## config.mk

```make
export PLATFORM = sky130hd
export DESIGN_NAME = uart_receiver
export DESIGN_NICKNAME = d
export VERILOG_FILES = /design/src/rtl/uart_pkg.sv /design/src/rtl/uart_sync_edge.sv /design/src/rtl/uart_receiver.sv
export SDC_FILE = /design/constraint.sdc
export NUM_CORES = 1
export LEC_CHECK = 0
export CAP_MARGIN = 20
export CELL_PAD_IN_SITES_DETAIL_PLACEMENT = 0
export CELL_PAD_IN_SITES_GLOBAL_PLACEMENT = 1
export CORE_UTILIZATION = 41
export DETAILED_ROUTE_END_ITERATION = 10
export PLACE_DENSITY = 0.86
export SETUP_SLACK_MARGIN = 0.3
export SLEW_MARGIN = 10
export SYNTH_ARGS = -nofsm -noshare
export SYNTH_HDL_FRONTEND = slang
export SYNTH_SLANG_ARGS = --single-unit
```

## constraint.sdc

```tcl
create_clock -name clock -period 2.7 [get_ports clock]
set_input_delay 0.27 -clock clock [delete_from_list [all_inputs] [get_ports clock]]
set_output_delay 0.27 -clock clock [all_outputs]
set_load 0.005 [all_outputs]
```

## src/rtl/uart_pkg.sv

```systemverilog
`timescale 1ns / 1ps
// Shared UART definitions: receiver state encoding and default frame geometry.
package uart_pkg;

    localparam int unsigned DEFAULT_DATA_WIDTH = 8;
    localparam int unsigned DEFAULT_OVERSAMPLE = 16;

    typedef enum logic [2:0] {
        IDLE       = 3'd0,
        START      = 3'd1,
        DATA       = 3'd2,
        STOP       = 3'd3,
        BREAK_WAIT = 3'd4
    } rx_state_e;

endpackage

```

## src/rtl/uart_sync_edge.sv

```systemverilog
`timescale 1ns / 1ps
// Two-flop synchronizer for an asynchronous level, with an optional registered
// rising-edge pulse taken from the synchronized value.
module uart_sync_edge #(
    parameter logic RESET_VAL = 1'b0,
    parameter bit   EDGE_EN   = 1'b0
) (
    input  logic clock,
    input  logic resetn,
    input  logic i_async,
    output logic o_sync,
    output logic o_rise
);

    logic r_s1;
    logic r_s2;

    always_ff @(posedge clock) begin
        if (!resetn) begin
            r_s1 <= RESET_VAL;
            r_s2 <= RESET_VAL;
        end else begin
            r_s1 <= i_async;
            r_s2 <= r_s1;
        end
    end

    assign o_sync = r_s2;

    generate
        if (EDGE_EN) begin : g_edge
            logic r_s3;
            logic r_rise;

            // Pulse lands three clocks after the raw edge.
            always_ff @(posedge clock) begin
                if (!resetn) begin
                    r_s3   <= RESET_VAL;
                    r_rise <= 1'b0;
                end else begin
                    r_s3   <= r_s2;
                    r_rise <= r_s2 & ~r_s3;
                end
            end

            assign o_rise = r_rise;
        end else begin : g_no_edge
            assign o_rise = 1'b0;
        end
    endgenerate

endmodule

```

## src/rtl/uart_receiver.sv

```systemverilog
`timescale 1ns / 1ps
// 8N1-style UART receiver: oversampled start validation, centre-sampled LSB-first
// data, stop-bit check with break hold-off, one-cycle valid/error pulses.
module uart_receiver
    import uart_pkg::*;
#(
    parameter int unsigned DATA_WIDTH = DEFAULT_DATA_WIDTH,
    parameter int unsigned OVERSAMPLE = DEFAULT_OVERSAMPLE
) (
    input  logic                  clock,
    input  logic                  resetn,
    input  logic                  os_clk,
    input  logic                  Rx_in,
    output logic [DATA_WIDTH-1:0] data_out,
    output logic                  data_valid,
    output logic                  frame_error,
    output logic                  rx_busy
);

    localparam int unsigned OS_W  = $clog2(OVERSAMPLE);
    localparam int unsigned IDX_W = $clog2(DATA_WIDTH) + 1;

    localparam logic [OS_W-1:0]  OS_MID   = OS_W'(OVERSAMPLE / 2 - 1);
    localparam logic [OS_W-1:0]  OS_LAST  = OS_W'(OVERSAMPLE - 1);
    localparam logic [IDX_W-1:0] IDX_LAST = IDX_W'(DATA_WIDTH - 1);

    logic w_rx_s;
    logic w_tick;
    logic w_rx_rise_unused;
    logic w_os_sync_unused;

    rx_state_e             r_state;
    logic [OS_W-1:0]       r_os_cnt;
    logic [IDX_W-1:0]      r_bit_idx;
    logic [DATA_WIDTH-1:0] r_shift;
    logic [DATA_WIDTH-1:0] r_data;
    logic                  r_valid;
    logic                  r_ferr;
    logic                  r_busy;

    uart_sync_edge #(
        .RESET_VAL (1'b1),
        .EDGE_EN   (1'b0)
    ) u_rx_sync (
        .clock   (clock),
        .resetn  (resetn),
        .i_async (Rx_in),
        .o_sync  (w_rx_s),
        .o_rise  (w_rx_rise_unused)
    );

    uart_sync_edge #(
        .RESET_VAL (1'b0),
        .EDGE_EN   (1'b1)
    ) u_os_sync (
        .clock   (clock),
        .resetn  (resetn),
        .i_async (os_clk),
        .o_sync  (w_os_sync_unused),
        .o_rise  (w_tick)
    );

    // Frame FSM; rx_busy is tracked alongside every transition into or out of IDLE.
    always_ff @(posedge clock) begin
        if (!resetn) begin
            r_state   <= IDLE;
            r_os_cnt  <= '0;
            r_bit_idx <= '0;
            r_shift   <= '0;
            r_data    <= '0;
            r_valid   <= 1'b0;
            r_ferr    <= 1'b0;
            r_busy    <= 1'b0;
        end else begin
            r_valid <= 1'b0;
            r_ferr  <= 1'b0;
            case (r_state)
                IDLE: begin
                    if (!w_rx_s) begin
                        r_os_cnt <= '0;
                        r_state  <= START;
                        r_busy   <= 1'b1;
                    end
                end
                START: begin
                    if (w_tick) begin
                        if (r_os_cnt == OS_MID) begin
                            if (!w_rx_s) begin
                                r_os_cnt  <= '0;
                                r_bit_idx <= '0;
                                r_state   <= DATA;
                            end else begin
                                r_state <= IDLE;
                                r_busy  <= 1'b0;
                            end
                        end else begin
                            r_os_cnt <= r_os_cnt + OS_W'(1);
                        end
                    end
                end
                DATA: begin
                    if (w_tick) begin
                        if (r_os_cnt == OS_LAST) begin
                            // LSB arrives first, so new bits enter at the top.
                            r_shift   <= {w_rx_s, r_shift[DATA_WIDTH-1:1]};
                            r_bit_idx <= r_bit_idx + IDX_W'(1);
                            r_os_cnt  <= '0;
                            if (r_bit_idx == IDX_LAST) begin
                                r_state <= STOP;
                            end
                        end else begin
                            r_os_cnt <= r_os_cnt + OS_W'(1);
                        end
                    end
                end
                STOP: begin
                    if (w_tick) begin
                        if (r_os_cnt == OS_LAST) begin
                            r_os_cnt <= '0;
                            if (w_rx_s) begin
                                r_data  <= r_shift;
                                r_valid <= 1'b1;
                                r_state <= IDLE;
                                r_busy  <= 1'b0;
                            end else begin
                                r_ferr  <= 1'b1;
                                r_state <= BREAK_WAIT;
                            end
                        end else begin
                            r_os_cnt <= r_os_cnt + OS_W'(1);
                        end
                    end
                end
                BREAK_WAIT: begin
                    if (w_rx_s) begin
                        r_state <= IDLE;
                        r_busy  <= 1'b0;
                    end
                end
                default: begin
                    r_state <= IDLE;
                    r_busy  <= 1'b0;
                end
            endcase
        end
    end

    assign data_out    = r_data;
    assign data_valid  = r_valid;
    assign frame_error = r_ferr;
    assign rx_busy     = r_busy;

endmodule

```

==> results of run 1 <==
==> worst max-delay path by stage <==
| stage | from | to | slack (ns) |
|---|---|---|---|
| global placement | r_os_cnt[0] | r_state[0] | 0.76 |
| detailed placement | r_os_cnt[0] | r_state[0] | 0.64 |
| global route | r_os_cnt[0] | r_state[0] | 0.48 |
| CTS | r_os_cnt[0] | r_state[0] | 0.62 |
| floorplan | r_state[1] | r_bit_idx[0] | 0.84 |
| finish | r_os_cnt[0] | r_state[0] | 0.61 |
==> critical path, delay by kind of cell (launching register included) <==
family	cells	cell delay, ns
and+or+nand+nor	2	0.46
DFF	1	0.40
muxes	1	0.33
adders and majority gates	1	0.33
AOI/OAI and AO/OA	2	0.49
==> sequential cells by signal (all words and copies together), names as in the netlist, 3 cells and up <==
name       count
r_os_cnt       4
r_shift        8
r_state        3
data_out       8
r_bit_idx      4
==> routing by layer <==
layer  part of all wire, %  wire length [um]
met3                   5.0               149
met1                    47              1390
met5                     0                 0
met4                   1.7                50
met2                    46              1360
==> cell usage after synthesis (all sizes together) <==
| library cell | instances |
|---|---|
| or3b | 1 |
| clkbuf | 8 |
| nor4 | 1 |
| ha | 2 |
| and2 | 3 |
| nand2b | 4 |
| dfxtp | 36 |
| a31o | 1 |
| o21ai | 6 |
| o211ai | 1 |
| o22ai | 1 |
| a2111oi | 1 |
| nand4b | 1 |
| nand3 | 11 |
| nor2b | 3 |
| xor2 | 1 |
| a21boi | 1 |
| inv | 3 |
| nand4 | 2 |
| mux2 | 2 |
| a21oi | 21 |
| nor3 | 4 |
| nor3b | 2 |
| nor2 | 8 |
| a31oi | 4 |
| or2 | 3 |
| nand3b | 1 |
| or3 | 1 |
| a2111o | 1 |
| buf | 2 |
| a22o | 2 |
| a32o | 1 |
| o21a | 2 |
| a41oi | 2 |
| nand2 | 32 |
| xnor2 | 1 |
==> power groups by stage <==
stage | registers [mW] | logic [mW] | clock network [mW]
3_5_place_dp | 0.552 | 0.0307 | 0
5_1_grt | 0.540 | 0.0338 | 0.547
3_3_place_gp | 0.552 | 0.0299 | 0
6_report | 0.540 | 0.0307 | 0.512
4_1_cts | 0.540 | 0.0308 | 0.526
2_1_floorplan | 0.551 | 0.0202 | 0
==> logic make-up (layout without fill, tap and decap cells) <==
logic type,after synthesis,in the layout,share of synthesized area (%)
adders and majority gates,2,2,1.65
buffers and inverters,13,27,3.56
muxes,2,2,1.49
and+or+nand+nor,77,77,25.4
DFF,36,36,47.6
xor gates and xnor gates,2,2,1.16
AOI/OAI and AO/OA,44,44,19.1
==> through the flow <==
step / setup slack, ns / hold slack [ns] / instance area (um^2)
5_1_grt: 0.476 / 0.393 / 1810
3_5_place_dp: 0.639 / 0.378 / 1680
4_1_cts: 0.617 / 0.388 / 1810
2_1_floorplan: 0.842 / 0.367 / 1510
3_3_place_gp: 0.756 / 0.372 / 1680
6_report: 0.614 / 0.384 / 1810
==> area by class of cell <==
| class | instances | area (um^2) |
|---|---|---|
| clock inverters | 1 | 30.0 |
| clock buffers | 7 | 96.3 |
| well taps | 46 | 57.6 |
| inverters | 3 | 11.3 |
| fillers | 327 | 1630 |
| multi-input cells | 127 | 738 |
| repair buffers | 16 | 155 |
| flip-flops and latches | 36 | 721 |
==> flow_summary_export.csv, run 1 <==
group,metric,value,unit
route,wirelength,2950,um
clock_tree,clkLatencyLatePin,0.29,ns
finish,drive_gt1_share,9.47,%
global_route,busiest_layer,"met2",
die,pin_count,15,
die,core,0.00344,mm^2
hold_path,min_from,"u_os_sync.g_edge.r_s3",
synthesis,syn_area_per_cell,8.59,um^2
clock_tree,clockRootBuffer,"clkbuf_8",
global_route,use_met1,17.7,%
critical_path,reg2reg_depth,6,
critical_path,arrival,2.30,ns
hold_path,hold_depth,1,
timing,final_hold_viol_count,0,
timing,worstMarginPinSlew,0.752,ns
clock_tree,cts_setup_buffers,0,
clock_tree,htree_num_levels,2,
route,wl_per_cell,12.5,um
synthesis,synth_area,0.00151,mm^2
power,ir_drop,0.000388,V
synthesis,yosysUniqueCellTypes,41,
finish,final_common_cell,"dfxtp_1",
critical_path,slowest_stage,"dfxtp_1",
timing,finalCritPeriodShare,77.2,%
timing,maxSlewHeadroom,49.8,%
outcome,outcome,"completed",
timing,maxSlewViolCount,0,
power,sw_frac_of_total,19.2,%
timing,max_freq,0.479,GHz
power,p_seq_share,49.9,%
route,vias_per_cell,5.39,
synthesis,yosys.area.top_type,"dfxtp_1",
power,powerDensity,598,mW/mm^2
synthesis,synth.area.top_cells,"dfxtp_1 (48%), nand2_1 (7.7%), a21oi_1 (6.9%)",
die,core.rowCount,21,
finish,stdcell_count,236,
critical_path,regToRegEndpoint,"r_state[0]",
clock_tree,ctsResizeCount,0,
critical_path,cp_max_fo,7,
timing,setup-tns-final,0,ns
synthesis,yosysSeqAreaShare,47.6,%
clock_tree,clockBufferDepth,2,
critical_path,path_cells,"ha_1 > nand3_1 > or2_1 > mux2_1 > a2111o_1 > a21oi_1",
synthesis,netlist_instances,176,
finish,fin_nets,195,
power,p_clk_share,47.3,%
run,maxCapViolCount,0,
power,total_power,1.08,mW
finish,final_util,52.6,%
timing,rsz0062_at_grt,"no",
global_route,grt_pass1_wl,5120,um
route,dr.first_iter.drc_count,64,
die,initial_core_util,43.9,%
timing,post-route-min-period,2.09,ns
route,postRouteAntennaNets,0,
global_route,grt_overflow,0,
timing,clock_skew,0.00556,ns
finish,insertedDiodeCount,0,
place,port_buffers,14,
power,p_sw,208,uW
critical_path,slowest_delay,0.40,ns
global_route,antenna_found_initial,0,
critical_path,critPathLaunchType,"flip-flop",
synthesis,ys_seq_elements,36,
synthesis,synth_top_area_share,47.6,%
synthesis,yosysWarnings,0,
clock_tree,cts.clk_slew.worst_paths,0.07,ns
finish,mostFrequentLayoutCells,"dfxtp_1 (36), nand2_1 (31), a21oi_1 (21)",
place,placed_cells,228,
critical_path,end_kind,"flip-flop",
die,die_area,0.00394,mm^2
clock_tree,postCtsHoldBufs,0,
clock_tree,cts_tree,"yes",
hold_path,hp-class,"flip-flop to flip-flop",
clock_tree,numCtsBuffers,5,
place,dp_hpwl,1990,um
clock_tree,cts_sinks,36,
critical_path,crit_type,"flip-flop to flip-flop",
route,drtPass1Iterations,4,
critical_path,worstReg2RegStart,"r_os_cnt[0]",
global_route,met2_usage,27.3,%
power,internal-power,875,uW
route,via_count,1271,
finish,synthToLayoutAreaGrowth,19.6,%
global_route,grt_max_degree,26,
power,combPwrFrac,2.8,%
global_route,global_route.usage.met3,6.39,%
global_route,first_global_vias,1241,
critical_path,r2r_slack,0.61,ns
power,power_leakage,0.619,nW
timing,setup_viol,0,
critical_path,required,2.91,ns
hold_path,hold_end,"u_os_sync.o_rise",
synthesis,syn_nets,182,
place,gp_congestion,0.833,
global_route,grt_util_all_layers,16.4,%
die,dieHeight,62.7,um
die,die_w,62.7,um
route,drc,0,
No activity file was read; power rests on OpenSTA's default activity.
==> run 2: changes to the inputs <==
Clock period 2.7 ns to 2 ns, I/O delays scaled along.
==> run 2 against run 1 <==
Net effect: maximum frequency grew 20%; sequential power grew 34%; via count grew 4.6%; utilization grew 3.9 points; design area grew 7.3%; sequential cell count is the same; setup slack lost 0.35 ns; hold slack lost 0.0024 ns; total power grew 21%; highest routed layer unchanged.
==> flow_summary_export.csv, run 2 (synthesized netlist as in run 1, its figures left out) <==
group,metric,value,unit
route,wl_per_cell,12.7,um
clock_tree,cts_tree,"yes",
finish,synthToLayoutAreaGrowth,28.4,%
global_route,grt_max_degree,26,
clock_tree,cts.clk_slew.worst_paths,0.07,ns
finish,fin_nets,208,
critical_path,r2r_slack,0.26,ns
die,pin_count,15,
finish,drive_gt1_share,19.2,%
timing,setup-tns-final,0,ns
place,placed_cells,236,
route,postRouteAntennaNets,0,
run,maxCapViolCount,0,
timing,post-route-min-period,1.74,ns
die,initial_core_util,43.9,%
global_route,grt_overflow,0,
global_route,grt_pass1_wl,5550,um
critical_path,cp_max_fo,4,
route,vias_per_cell,5.34,
place,port_buffers,14,
clock_tree,postCtsHoldBufs,0,
critical_path,critPathLaunchType,"flip-flop",
clock_tree,cts_sinks,36,
global_route,grt_util_all_layers,18.0,%
finish,final_common_cell,"dfxtp_1",
timing,worst_slack,0.259,ns
route,wirelength,3160,um
clock_tree,clockBufferDepth,2,
clock_tree,clockRootBuffer,"clkbuf_8",
die,core,0.00344,mm^2
timing,worstMarginPinSlew,0.558,ns
critical_path,arrival,1.97,ns
critical_path,required,2.23,ns
route,dr.first_iter.drc_count,69,
route,drtPass1Iterations,4,
global_route,antenna_found_initial,0,
route,drc,0,
power,powerDensity,674,mW/mm^2
place,dp_hpwl,2180,um
die,die_w,62.7,um
timing,maxSlewViolCount,0,
place,dpl_cell_area,0.00178,mm^2
die,dieHeight,62.7,um
timing,setup_viol,0,
die,die_area,0.00394,mm^2
timing,rsz0062_at_grt,"yes",
timing,max_freq,0.575,GHz
global_route,first_global_vias,1254,
timing,clock_skew,0.00477,ns
power,ir_drop,0.000396,V
die,core.rowCount,21,
power,total_power,1.31,mW
clock_tree,numCtsBuffers,5,
clock_tree,clkLatencyLatePin,0.29,ns
finish,mostFrequentLayoutCells,"dfxtp_1 (33), nand2_1 (30), a21oi_1 (20)",
timing,final_hold_viol_count,0,
place,dpl_worst_slack,0.141,ns
finish,finalInstanceArea,0.00194,mm^2
finish,stdcell_count,249,
outcome,outcome,"completed",
clock_tree,htree_num_levels,2,
route,via_count,1329,
finish,num-fill-cells,313,
timing,finalCritPeriodShare,87.0,%
place,gp_congestion,0.848,
critical_path,end_kind,"flip-flop",
finish,insertedDiodeCount,0,
hold_path,hp-class,"flip-flop to flip-flop",
power,power_leakage,0.673,nW
timing,maxSlewHeadroom,62.7,%
critical_path,crit_type,"flip-flop to flip-flop",
[run 2: area by class of cell]
type / instances / area [um^2] / share of cell area [%]
tap: 46 / 57.6 / 2.96
sequential: 36 / 732 / 37.7
multi-input combinational: 127 / 795 / 40.9
clock inverter: 1 / 7.51 / 0.387
clock buffer: 7 / 86.3 / 4.45
inverter: 3 / 11.3 / 0.580
timing repair buffer: 29 / 253 / 13.0
[run 2: power by group]
part	switching (mW)	leakage (nW)	internal [mW]
Clock	0.256	0.0445	0.280
Sequential	0.00301	0.294	0.720
Combinational	0.0285	0.335	0.0225
[run 2: per-layer routing]
metal  vias up  track usage [%]  share of wire [%]
li1        671                -                  -
met1       631             21.0                 46
met2        18             29.9                 48
met3         9             4.38                3.0
met4         0             10.2                2.7
met5         -                0                  0
[run 2: critical path: stages, from the launching register on]
cell and delay, ns:
dfxtp_4 0.37, ha_4 0.14, nand3_4 0.08, or2_4 0.27, mux2_1 0.32, a2111o_1 0.37, a21oi_2 0.13
[run 2: final timing paths]
path,from,depth (start not counted),endpoint
setup / recovery,r_os_cnt[1],6,r_state[0]
hold reg to reg,u_os_sync.g_edge.r_s3,1,u_os_sync.o_rise
setup reg to reg,r_os_cnt[1],6,r_state[0]
hold / removal,u_os_sync.g_edge.r_s3,1,u_os_sync.o_rise
[run 2: timing repair]
item	in CTS	in global routing
hold endpoints to repair	0	0
pin swaps	1	0
resized for setup	4	5
setup buffers	5	0
endpoints found under the setup margin	5	25
gates cloned	0	0
[run 2: metrics by stage]
step | utilization, % | hold WS (ns)
detailed placement | 51.8 | 0.373
finish | 56.4 | 0.382
global placement | 51.8 | 0.372
floorplan | - | 0.301
CTS | 55.8 | 0.382
global route | 56.4 | 0.392
==> variant 1: new RTL, flow settings as in run 2 <==
Make the reset (`resetn`) asynchronous in 3 clocked blocks.
--- a/src/rtl/uart_sync_edge.sv
+++ b/src/rtl/uart_sync_edge.sv
@@ -16,5 +16,5 @@
     logic r_s2;
 
-    always_ff @(posedge clock) begin
+    always_ff @(posedge clock or negedge resetn) begin
         if (!resetn) begin
             r_s1 <= RESET_VAL;
@@ -34,5 +34,5 @@
 
             // Pulse lands three clocks after the raw edge.
-            always_ff @(posedge clock) begin
+            always_ff @(posedge clock or negedge resetn) begin
                 if (!resetn) begin
                     r_s3   <= RESET_VAL;
--- a/src/rtl/uart_receiver.sv
+++ b/src/rtl/uart_receiver.sv
@@ -62,5 +62,5 @@
 
     // Frame FSM; rx_busy is tracked alongside every transition into or out of IDLE.
-    always_ff @(posedge clock) begin
+    always_ff @(posedge clock or negedge resetn) begin
         if (!resetn) begin
             r_state   <= IDLE;
Formal check against the unedited RTL: differs if resetn is asserted again (counterexample within 4 cycles, from zero or initial values and one cycle with resetn low); with resetn held inactive, the same outputs for 10 cycles.
==> variant 1 against run 2 <==
  * Area after synthesis up 13%
  * Cell area up 9.8%
  * Wire length up 18%
  * Count of clock-buffer cells in the layout down 1
  * Sequential share of layout area up 4.7 points
  * Global-route usage up 0.77 points
  * Non-clock buffer count down 2
  * Clock skew about the same
  * Worst setup slack better by 0.0039 ns
  * Sequential cell count unchanged
  * Largest cell class is now sequential cells
Power is not compared: it rests on default switching activity, and its combinational part moved more than twofold at a synthesized area within 25%.
==> variant 1: results (changes against run 2) <==
metric	value	unit	change
met1 global-route usage	0.238		was 0.210
Worst Skew	0.00456	ns	was 0.00477 ns
critical path arrival	1.91	ns	was 1.97 ns
Final Non-Filler Cells	225		was 249
Slew @ Worst Pin	0.447	ns	was 0.558 ns
largest net degree at the start of global routing	37		was 26
Hold WC Path Type	input pin to async pin		was flop to flop
initial DRC count	129		was 69
RePlAce Congestion	0.831		was 0.848
Async SR Flop Fraction	1.00		was 0
syn nets	154		was 182
status	finished clean		unchanged
syn_area_per_cell	11.6	um2	was 8.59 um2
DR vias	1277		was 1,329
met2 Use GR	0.307		was 0.299
grt met3 use	0.0497		was 0.0438
Top FF cell, synth	dfrtp_1		was dfxtp_1
Area contributors post-synth	dfrtp_1 (50%), mux2_2 (11%), dfstp_2 (3.1%), a21oi_1 (2.3%), nand3_1 (1.8%)		was dfxtp_1 (48%), nand2_1 (7.7%), a21oi_1 (6.9%), nand3_1 (3.6%), o21ai_0 (2.0%)
number of global-route vias before repair	1350		was 1,254
largest fanout on the critical path	5		was 4
first-pass GRT wire length	6200	um	was 5550 um
WL final	3720	um	was 3160 um
Synth top cells by count	dfrtp_1 (34), mux2_2 (16), a21oi_1 (8)		was dfxtp_1 (36), nand2_1 (31), a21oi_1 (21), nand3_1 (11), clkbuf_1 (8)
all-layer global routing usage	0.188		was 0.180
Final #Nets	180		was 208
fillers	338		was 313
Placed Cells incl. Taps	209		was 236
## variant 1: power groups by stage
stage,clock network (W),logic [W],registers [W]
3_3_place_gp,0,0.000525,0.000919
6_report,0.000514,0.000678,0.000934
4_1_cts,0.000525,0.000605,0.000921
2_1_floorplan,0,0.000476,0.000860
3_5_place_dp,0,0.000542,0.000929
5_1_grt,0.000559,0.000754,0.000946
## variant 1: logic make-up (layout without fill, tap and decap cells)
group | count (synthesis) | after routing | share of synthesized area
AO/OA/AOI/OAI | 35 | 35 | 0.142
XOR/XNOR | 1 | 1 | 0.00512
adder cells (fa/ha/maj) | 3 | 3 | 0.0205
buffers and inverters | 15 | 41 | 0.0424
flip-flops | 36 | 36 | 0.528
multiplexers | 16 | 16 | 0.105
AND/OR/NAND/NOR | 42 | 43 | 0.157
## variant 1: per-layer routing
layer | up-vias | wire [um]
li1 | 593 | -
met1 | 639 | 1690
met2 | 35 | 1820
met3 | 10 | 130
met4 | 0 | 74
met5 | - | 0
## variant 1: final cells by class
class                   instances  share of cell area
clock buffers                   6              0.0340
repair buffers                 27               0.112
flip-flops and latches         36               0.424
clock inverters                 2             0.00763
well taps                      50              0.0293
multi-input cells              98               0.383
inverters                       6              0.0106
## variant 1: worst max-delay path, cell delays in order (launching register included)
cell and delay [ns]:
dfrtp_1 0.41, ha_4 0.18, nand3_2 0.09, or3_4 0.44
nor2_8 0.15, mux2_2 0.35
## variant 1: worst paths after layout
kind	startpoint	endpoint	slack, ns	depth (start not counted)
setup / recovery	r_os_cnt[1]$_DFFE_PN0P_	data_out[2]$_DFFE_PN0P_	0.26	5
hold / removal	resetn	r_bit_idx[2]$_DFFE_PN0P_	0.32	2
setup reg to reg	r_os_cnt[1]$_DFFE_PN0P_	data_out[2]$_DFFE_PN0P_	0.26	5
hold reg to reg	u_rx_sync.r_s1$_DFF_PN1_	u_rx_sync.o_sync$_DFF_PN1_	0.36	0
max in group asynchronous	resetn	u_rx_sync.o_sync$_DFF_PN1_	1.33	2
min in group clock	Rx_in	u_rx_sync.r_s1$_DFF_PN1_	0.32	1
## variant 1: stage by stage
step	hold slack (ns)	power, W	instance area [um2]	setup slack, ns
final	0.316	0.00213	2130	0.263
after global routing	0.317	0.00226	2130	0.219
after CTS	0.313	0.00205	2080	0.237
after detailed placement	0.346	0.00147	1910	0.171
after global placement	0.336	0.00144	1910	0.221
after floorplan	-0.0956	0.00134	1710	0.301
## variant 1: timing repair
action | CTS | global route
gates cloned | 1 | 0
endpoints found under the hold margin | 0 | 0
gates resized for setup | 7 | 8
endpoints found under the setup margin | 20 | 23
pin swaps | 4 | 5
buffers inserted | 5 | 2
==> variant 2: new RTL, flow settings as in run 2 <==
Without the edit above. `RESET_VAL` is set to 1'b0 in 2 places; all go to 1'b1.
--- a/src/rtl/uart_sync_edge.sv
+++ b/src/rtl/uart_sync_edge.sv
@@ -3,5 +3,5 @@
 // rising-edge pulse taken from the synchronized value.
 module uart_sync_edge #(
-    parameter logic RESET_VAL = 1'b0,
+    parameter logic RESET_VAL = 1'b1,
     parameter bit   EDGE_EN   = 1'b0
 ) (
--- a/src/rtl/uart_receiver.sv
+++ b/src/rtl/uart_receiver.sv
@@ -51,5 +51,5 @@
 
     uart_sync_edge #(
-        .RESET_VAL (1'b0),
+        .RESET_VAL (1'b1),
         .EDGE_EN   (1'b1)
     ) u_os_sync (
Behaviour: no difference found for any inputs over 10 cycles, from zero or initial values and one cycle with resetn low; that may be too few to reach the edited logic, so the function may still have changed.
==> variant 2 against run 2 <==
  * Non-clock buffer count down 4
  * Core utilization decreased by 3.0 points
  * Sequential cell count is the same
  * Cell area grew 2.2%
  * Global-route usage decreased by 1.8 points
  * Worst setup slack improved by 0.13 ns
  * Area after synthesis is 6.9% higher
  * First-iteration DRC count shrank 5.8%
  * Critical path depth is 1 lower
  * Wire length up 1.8%
  * Critical endpoint is now r_bit_idx[3]$_SDFFE_PN0P_
Power is not compared: it rests on default switching activity, and its combinational part moved more than twofold at a synthesized area within 25%.
==> variant 2: results (changes against run 2) <==
metric	value	unit	change
status	finished clean		unchanged
Hold WC Path Type	flop to flop		unchanged
Top FF cell, synth	dfxtp_1		unchanged
Post-DP HPWL	2180	um	about the same
first-pass GRT wire length	5300	um	was 5550 um
sequential area share after synthesis	0.445		was 0.476
RePlAce Congestion	0.932		was 0.848
all-layer global routing usage	0.162		was 0.180
Area contributors post-synth	dfxtp_1 (45%), mux2i_1 (12%), nor2_1 (5.6%), nand2_1 (3.5%), nand2b_1 (3.5%)		was dfxtp_1 (48%), nand2_1 (7.7%), a21oi_1 (6.9%), nand3_1 (3.6%), o21ai_0 (2.0%)
largest net degree at the start of global routing	21		was 26
DR top layer	met4		unchanged
fillers	343		was 313
Register-to-Register Path Depth	5		was 6
DR pass1 iterations	4		unchanged
initial antenna violation count	0		unchanged
DRT met1 WL	1640	um	was 1450 um
DR vias	1330		was 1,329
met2 WL	1390	um	was 1520 um
Worst Setup SP	r_state[0]$_SDFFE_PN0P_		was r_os_cnt[1]$_SDFFE_PN0P_
Worst Skew	0.00502	ns	was 0.00477 ns
Async SR Flop Fraction	0		unchanged
CTS buffer count	5		unchanged
share of layout cells above drive strength 1	0.139		was 0.192
Antenna diodes	0		unchanged
critical path arrival	1.78	ns	was 1.97 ns
Crit Reg-Reg Endpoint	r_bit_idx[3]$_SDFFE_PN0P_		was r_state[0]$_SDFFE_PN0P_
WL final	3210	um	was 3160 um
Place WS	0.218	ns	was 0.141 ns
setup ws final	0.385	ns	was 0.259 ns
Yosys cell types	39		was 41
initial DRC count	65		was 69
number of global-route vias before repair	1177		was 1,254
Slew Limit Headroom	0.758		was 0.627
Final #Nets	207		was 208
Placed Cells incl. Taps	238		was 236
Lkg Pwr	0.786	nW	
latest clock arrival within the worst-skew pair	0.29	ns	about the same
largest fanout on the critical path	4		unchanged
Synth top cells by count	dfxtp_1 (36), nor2_1 (24), mux2i_1 (20), nand2_1 (15), nand3_1 (10)		was dfxtp_1 (36), nand2_1 (31), a21oi_1 (21), nand3_1 (11), clkbuf_1 (8)
Setup crit end kind	flop		unchanged
internal power	0.00117	W	
met3 WL	134	um	was 94 um
Clock group	0.000529	W	
number of port buffers	14		unchanged
syn nets	185		was 182
vias per inst	5.32		was 5.34
Post-Syn Instances	179		was 176
sequential cell power	0.000759	W	
Max H-tree Level	2		unchanged
-- variant 2: worst min path at each step --
stage,startpoint,endpoint,slack (ns),cells past startpoint
finish,u_os_sync.g_edge.r_s3$_SDFF_PN1_,u_os_sync.o_rise$_SDFF_PN0_,0.38,1
global route,u_os_sync.g_edge.r_s3$_SDFF_PN1_,u_os_sync.o_rise$_SDFF_PN0_,0.41,1
CTS,u_os_sync.g_edge.r_s3$_SDFF_PN1_,u_os_sync.o_rise$_SDFF_PN0_,0.38,1
detailed placement,u_os_sync.g_edge.r_s3$_SDFF_PN1_,u_os_sync.o_rise$_SDFF_PN0_,0.37,1
global placement,u_os_sync.g_edge.r_s3$_SDFF_PN1_,u_os_sync.o_rise$_SDFF_PN0_,0.37,1
floorplan,os_clk,u_os_sync.r_s1$_SDFF_PN1_,0.30,1
-- variant 2: stage by stage --
| step | total power (W) | util | hold WS (ns) | cell area, um2 |
|---|---|---|---|---|
| 2_1_floorplan | 0.00101 | - | 0.301 | 1620 |
| 3_3_place_gp | 0.00109 | 0.491 | 0.373 | 1830 |
| 3_5_place_dp | 0.00109 | 0.491 | 0.375 | 1830 |
| 4_1_cts | 0.00163 | 0.518 | 0.385 | 1930 |
| 5_1_grt | 0.00169 | 0.534 | 0.407 | 1980 |
| 6_report | 0.00162 | 0.534 | 0.382 | 1980 |
-- variant 2: cell type report --
cell class / instances / area [um2] / area share
Multi-Input combinational cell: 128 / 863 / 0.435
Tap cell: 48 / 60.1 / 0.0303
Sequential cell: 36 / 726 / 0.366
Inverter: 5 / 18.8 / 0.00946
Clock buffer: 7 / 86.3 / 0.0435
Timing Repair Buffer: 25 / 223 / 0.112
Clock inverter: 1 / 7.51 / 0.00378
-- variant 2: cells by family (layout without fill, tap and decap cells) --
| logic type | Yosys count | in the layout | share of synthesized area |
|---|---|---|---|
| simple gates | 75 | 75 | 0.233 |
| flops | 36 | 36 | 0.445 |
| compound gates | 29 | 29 | 0.132 |
| mux | 20 | 20 | 0.124 |
| buf+inv | 15 | 38 | 0.0394 |
| fa+ha+maj | 2 | 2 | 0.0155 |
| xor+xnor | 2 | 2 | 0.0108 |
-- variant 2: timing repair --
action,4_1_cts,5_1_grt
pin swaps,0,1
setup endpoints to repair,10,24
resized for setup,2,9
buffers inserted,0,3
hold endpoints to repair,0,0
cloned,0,1
-- variant 2: layer usage --
layer,track usage,vias to the layer above
met2,0.240,30
li1,-,678
met1,0.220,616
met4,0.0639,0
met5,0,-
met3,0.0440,6
-- variant 2: worst max-delay path, cell delays in order, from the launching register on --
cell	delay (ns)
dfxtp_1	0.37
or3b_4	0.41
a2111oi_4	0.37
buf_4	0.18
nand2b_1	0.09
a31oi_1	0.07
